<file path="src/rtl/if_fetch.sv">
// rtl/if_fetch.sv - instruction-fetch stage: one outstanding SRAM-like request, held output to decode
// Optional misaligned-fetch reporting (id_adel_o) is built only when IF_ADDR_ERR_EN is defined.
module if_fetch #(
  parameter int ADDR_W = 32,
  parameter int DATA_W = 32
) (
  input  logic              clk,
  input  logic              rst,
  input  logic [ADDR_W-1:0] pc_i,
  output logic              pc_en_o,
  input  logic              flush_i,
  output logic              inst_req,
  output logic [ADDR_W-1:0] inst_addr,
  input  logic              inst_addr_ok,
  input  logic              inst_data_ok,
  input  logic [DATA_W-1:0] inst_rdata,
  output logic              id_valid_o,
  input  logic              id_ready_i,
  output logic [ADDR_W-1:0] id_pc_o,
`ifdef IF_ADDR_ERR_EN
  output logic              id_adel_o,
`endif
  output logic [DATA_W-1:0] id_inst_o
);

  typedef enum logic [2:0] {
    S_IDLE    = 3'd0,
    S_REQ     = 3'd1,
    S_WAIT    = 3'd2,
    S_HOLD    = 3'd3,
    S_DISCARD = 3'd4
  } state_t;

  state_t            state, state_n;
  logic              drop, drop_n;
  logic [ADDR_W-1:0] req_pc, req_pc_n;
  logic              valid_q, valid_n;
  logic [ADDR_W-1:0] out_pc_q, out_pc_n;
  logic [DATA_W-1:0] out_inst_q, out_inst_n;
  logic              addr_err;

`ifdef IF_ADDR_ERR_EN
  logic              adel_q, adel_n;
  assign addr_err  = (pc_i[1:0] != 2'b00);
  assign id_adel_o = adel_q;
`else
  assign addr_err  = 1'b0;
`endif

  assign inst_addr  = pc_i;
  assign id_valid_o = valid_q;
  assign id_pc_o    = out_pc_q;
  assign id_inst_o  = out_inst_q;

  always_ff @(posedge clk or negedge rst) begin
    if (!rst) begin
      state      <= S_IDLE;
      drop       <= 1'b0;
      req_pc     <= '0;
      valid_q    <= 1'b0;
      out_pc_q   <= '0;
      out_inst_q <= '0;
`ifdef IF_ADDR_ERR_EN
      adel_q     <= 1'b0;
`endif
    end else begin
      state      <= state_n;
      drop       <= drop_n;
      req_pc     <= req_pc_n;
      valid_q    <= valid_n;
      out_pc_q   <= out_pc_n;
      out_inst_q <= out_inst_n;
`ifdef IF_ADDR_ERR_EN
      adel_q     <= adel_n;
`endif
    end
  end

  always_comb begin
    state_n    = state;
    drop_n     = drop;
    req_pc_n   = req_pc;
    valid_n    = valid_q;
    out_pc_n   = out_pc_q;
    out_inst_n = out_inst_q;
    inst_req   = 1'b0;
    pc_en_o    = 1'b0;
`ifdef IF_ADDR_ERR_EN
    adel_n     = adel_q;
`endif

    case (state)
      S_IDLE: begin
        state_n = S_REQ;
      end

      S_REQ: begin
        if (addr_err) begin
          // Misaligned PC never reaches memory; report it as a held pseudo-instruction.
          pc_en_o = 1'b1;
          drop_n  = 1'b0;
          if (!flush_i) begin
            state_n    = S_HOLD;
            valid_n    = 1'b1;
            out_pc_n   = pc_i;
            out_inst_n = '0;
`ifdef IF_ADDR_ERR_EN
            adel_n     = 1'b1;
`endif
          end
        end else begin
          inst_req = 1'b1;
          if (inst_addr_ok) begin
            pc_en_o  = 1'b1;
            req_pc_n = pc_i;
            if (drop || flush_i) begin
              state_n = S_DISCARD;
              drop_n  = 1'b0;
            end else begin
              state_n = S_WAIT;
            end
          end else if (flush_i) begin
            // The request cannot be retracted, so remember to throw its data away.
            drop_n = 1'b1;
          end
        end
      end

      S_WAIT: begin
        if (inst_data_ok) begin
          if (flush_i) begin
            state_n = S_REQ;
          end else begin
            state_n    = S_HOLD;
            valid_n    = 1'b1;
            out_pc_n   = req_pc;
            out_inst_n = inst_rdata;
          end
        end else if (flush_i) begin
          state_n = S_DISCARD;
        end
      end

      S_HOLD: begin
        if (flush_i || id_ready_i) begin
          state_n = S_REQ;
          valid_n = 1'b0;
`ifdef IF_ADDR_ERR_EN
          adel_n  = 1'b0;
`endif
        end
      end

      S_DISCARD: begin
        if (inst_data_ok) begin
          state_n = S_REQ;
        end
      end

      default: begin
        state_n = S_IDLE;
      end
    endcase
  end

endmodule

</file>
<file path="config.mk">
export PLATFORM = sky130hd
export DESIGN_NAME = if_fetch
export DESIGN_NICKNAME = d
export VERILOG_FILES = /design/src/rtl/if_fetch.sv
export SDC_FILE = /design/constraint.sdc
export NUM_CORES = 1
export LEC_CHECK = 0
export ABC_AREA = 1
export BUFFER_PORTS_ARGS = -buffer_cell sky130_fd_sc_hd__buf_2
export CAP_MARGIN = 20
export CORE_UTILIZATION = 45
export CTS_BUF_LIST = sky130_fd_sc_hd__clkbuf_16
export DETAILED_ROUTE_END_ITERATION = 10
export GPL_TIMING_DRIVEN = 0
export PLACE_DENSITY = 0.83
export SYNTH_ARGS = -nofsm -noshare
export SYNTH_HDL_FRONTEND = slang
export SYNTH_SLANG_ARGS = --single-unit
</file>
<file path="constraint.sdc">
create_clock -name clk -period 2.3 [get_ports clk]
set_input_delay 0.46 -clock clk [delete_from_list [all_inputs] [get_ports clk]]
set_output_delay 0.46 -clock clk [all_outputs]
set_load 0.02 [all_outputs]
</file>
---- After elaboration in Yosys (flattened, before gate mapping) ----
Cells that the tools add are included.
storage, ports and cells
  register bits after elaboration ......... 101
  bits in latches ......................... 0
  memory bits (writable) .................. 0
  bits in read-only memories .............. 0
  bits of input ports ..................... 70
  output and inout bits ................... 99
  logic and storage cells ................. 46
  memories ................................ 0
operators by class
  add/sub/neg operators ................... 0
  $mul .................................... 0
  div/mod/pow operators ................... 0
  magnitude comparators ................... 0
  eq/ne operators ......................... 11
  shifts and indexed selects .............. 0
  mux-type cells .......................... 18
  bitwise gates (word level) .............. 1
  reduce and logical (&&, ||, !) cells .... 10
operators with widths
  kind                                                                      count
  3-bit 2-to-1 mux                                                          6
  3-bit one-hot mux with 5 select lines                                     1
  2-bit inequality test (second input constant)                             5
  1-bit 2-to-1 mux                                                          9
  4-bit AND reduction                                                       2
  3-bit by 2-bit equality test with 1-bit output (second input constant)    2
  3-bit AND reduction                                                       2
  2-bit nonzero test                                                        2
  3-bit by 1-bit equality test with 1-bit output (second input constant)    1
  3-bit equality test (second input constant)                               1
  3-bit logical NOT                                                         1
  3-bit inequality test (second input constant)                             1
  1-bit logical OR                                                          2
  2-bit 2-to-1 mux                                                          1
  2-bit by 1-bit inequality test with 1-bit output (second input constant)  1
  1-bit one-hot mux with 2 select lines                                     1
  2-bit AND reduction                                                       1
  1-bit NOT                                                                 1

---- Depth between registers and ports, before layout ----
  depth after elaboration ................. 4
  depth in mapped cells ................... 9
  depth with buffers taken out ............ 7

---- Worst setup path before layout ----
Ideal clock, no wire load.
  kind .................................... reg2out
  start ................................... register state[1]
  end ..................................... output pc_en_o
  arrival ................................. 1.085 ns
  required time ........................... 1.840 ns
  setup slack ............................. 0.755 ns
  cell stages (with the launch flop) ...... 6
  path buffers ............................ 2
  path through ............................ dfrtp_1 -> nor2_2 -> nand2_1 -> nor2_1 -> buf_2 -> buf_4
between the ends
  longest elaborated chain between the ends .. 2
RTL lines
  element                                         line  RTL
  start, declared                                 34    state_t state, state_n;
  start signal, assigned                          67    state <= state_n;
  3-bit by 1-bit equality test with 1-bit output  92    case (state)
  1-bit 2-to-1 mux                                92
  end, declared                                   10    output logic pc_en_o,
Every way passes these cells.

---- Worst setup path after layout ----
Ends and elaborated chain as after synthesis.

==> reports/metrics.cfg <==
[status]
status=complete, no violations

[sta]
worstMarginPinSlew_ns=0.6579
hold_violations=0
period_share_pct=94.89
rsz0062_at_grt=false
clock.fmax_mhz=458.2
drv_slew=0
period_needed_ns=2.182
maxSlewHeadroom_pct=56.14
hold_ws_ns=0.1561
setup_slack_ns=0.1175
setup_viol=0
finClkSkew_ns=0.01003

[floorplan]
fp.dieW_um=98.82
dieArea_um2=9764
die_y_um=98.82
fp-row-count=34
initial_core_util_pct=47.44
core_um2=8891
io_pins=169

[placement]
place_worst_setup_slack_ns=0.3477
dpl-instance-area_um2=5224
io_buffer_count=168
dp_cells=769
place_hpwl_um=7078
place_congestion=0.9213

[pwr]
peakVddDrop_v=0.0004888
p_leak_uw=0.003381
power.density_nw_per_um2=1258

[cts]
post-cts-setup-buffers=0
root_buffer=clkbuf_16
htreeDepth=3
cts_sinks=101
cts_hold_buf=0
cts_buffers=9
path_clk_slew_ns=0.07
cts_buffer_depth=2
cts_tree=yes
clock_latency_ns=0.33

[finish]
diodes=0
final_util_pct=62.09
regArea_um2=2527
final_cell_mix=nand2_1 (292), buf_2 (175), dfrtp_1 (101)
final_cells=785
multi_input_area_um2=1254
nets=742
area_growth_pct=30.88
layout_commonest_cell=nand2_1
fin_area_um2=5520
fill_cells=821
layout-drive-gt1-share_pct=35.16

[route]
wl_per_cell_um=12.03
ant_nets=0
routed_wl_um=9441
drc=0
routed_via_density=4.554
num_vias=3575
dr.pass1.iters=4
drt_iter0_drc=121

[synth]
postSynthCellCount=492
syn_nets=562
synth_area_leader_cell=dfrtp_1
synth_area_um2=4218
synthTopCellsByArea=dfrtp_1 (60%), nand2_1 (26%), buf_4 (6.2%), buf_6 (1.3%), inv_1 (1.2%)
ys_ff_latch=101
netlist.area_leader.share_pct=59.92
ys_types=16
yosys_warnings=0
ys_seq_area_share_pct=59.92
avgSynthCellArea_um2=8.573

[worst_setup_path]
crit_fanout=10
reg2reg_depth=8
critPathLaunch=state[1]
worst-setup-path-type=flop to output port
rrSetupSlack_ns=0.70
arrival_ns=1.72
end_kind=output port
setup.worst_path.start_class=flop
r2r-start=state[0]
cp.required_ns=1.84
rr_endpoint=id_inst_o[1]

[min_path]
hp-class=input port to asynchronous set/reset pin

[flow_run]
drv_cap=0

[global_route]
antenna_found_initial=0
grt_pass1_vias=3509
grt_start_max_net_pins=52
grt_usage_pct=19.93
overflow=0
grt_pass1_wl_um=15620

power by group:
group	internal (µW)	total [µW]	switching [µW]	leakage, µW
Sequential	2550	2960	411	0.00131
Combinational	885	2520	1630	0.00193
Clock	836	1470	634	0.000136
Total	4270	6950	2680	0.00338
metal layers:
layer,global-route usage [%],part of all wire [%]
met5,0,0
met3,2.979,5.1
met4,6.544,1.3
met2,34.59,49
met1,25.67,45
repair_timing:
action | CTS | global route
gates resized for setup | 1 | 1
endpoints found under the hold margin | 0 | 0
endpoints found under the setup margin | 1 | 1
cell type report:
cell class              count  share of cell area, %
flip-flops and latches    101                  45.78
multi-input cells         322                  22.71
repair buffers            169                  15.78
plain buffers              53                  6.913
clock buffers               9                  4.080
well taps                 108                  2.448
clock inverters             7                  1.201
inverters                  16                  1.088
per-stage QoR:
step / total power, µW / TNS (ns)
2_1_floorplan: 4568 / 0
3_3_place_gp: 5385 / -18.46
3_5_place_dp: 5523 / 0
4_1_cts: 7012 / 0
5_1_grt: 7432 / 0
6_report: 6947 / 0
registers in the layout, summed over array words and instances, names as in the netlist:
register and count:
id_inst_o 32, id_pc_o 32, req_pc 32, state 3
drop 1, id_valid_o 1
worst max-delay path by stage:
stage,endpoint,slack (ns),cells after the start
floorplan,pc_en_o,0.75,5
global placement,id_inst_o[23],-0.19,1
detailed placement,pc_en_o,0.35,6
CTS,pc_en_o,0.04,6
global route,pc_en_o,0.02,6
finish,pc_en_o,0.12,6
worst max-delay path, cell delays in order, from the launching register on:
cell and delay, ns:
dfrtp_1 0.43, nor2_2 0.14, nand2_1 0.11, nor2_2 0.15
buf_4 0.19, buf_4 0.18, buf_2 0.18
cell usage after synthesis (all sizes together):
cell type	number
a21oi	1
o21bai	2
buf	49
o21ai	7
dfrtp	101
nand3	8
nor2	12
nand2	292
inv	16
clkbuf	4
cell families after synthesis:
kind of cell           after synthesis  synth area share (%)
and+or+nand+nor                    312                 28.36
DFF                                101                 59.92
buffers and inverters               69                 10.41
AOI/OAI and AO/OA                   10                 1.305
(Power assumes the default switching activity.)
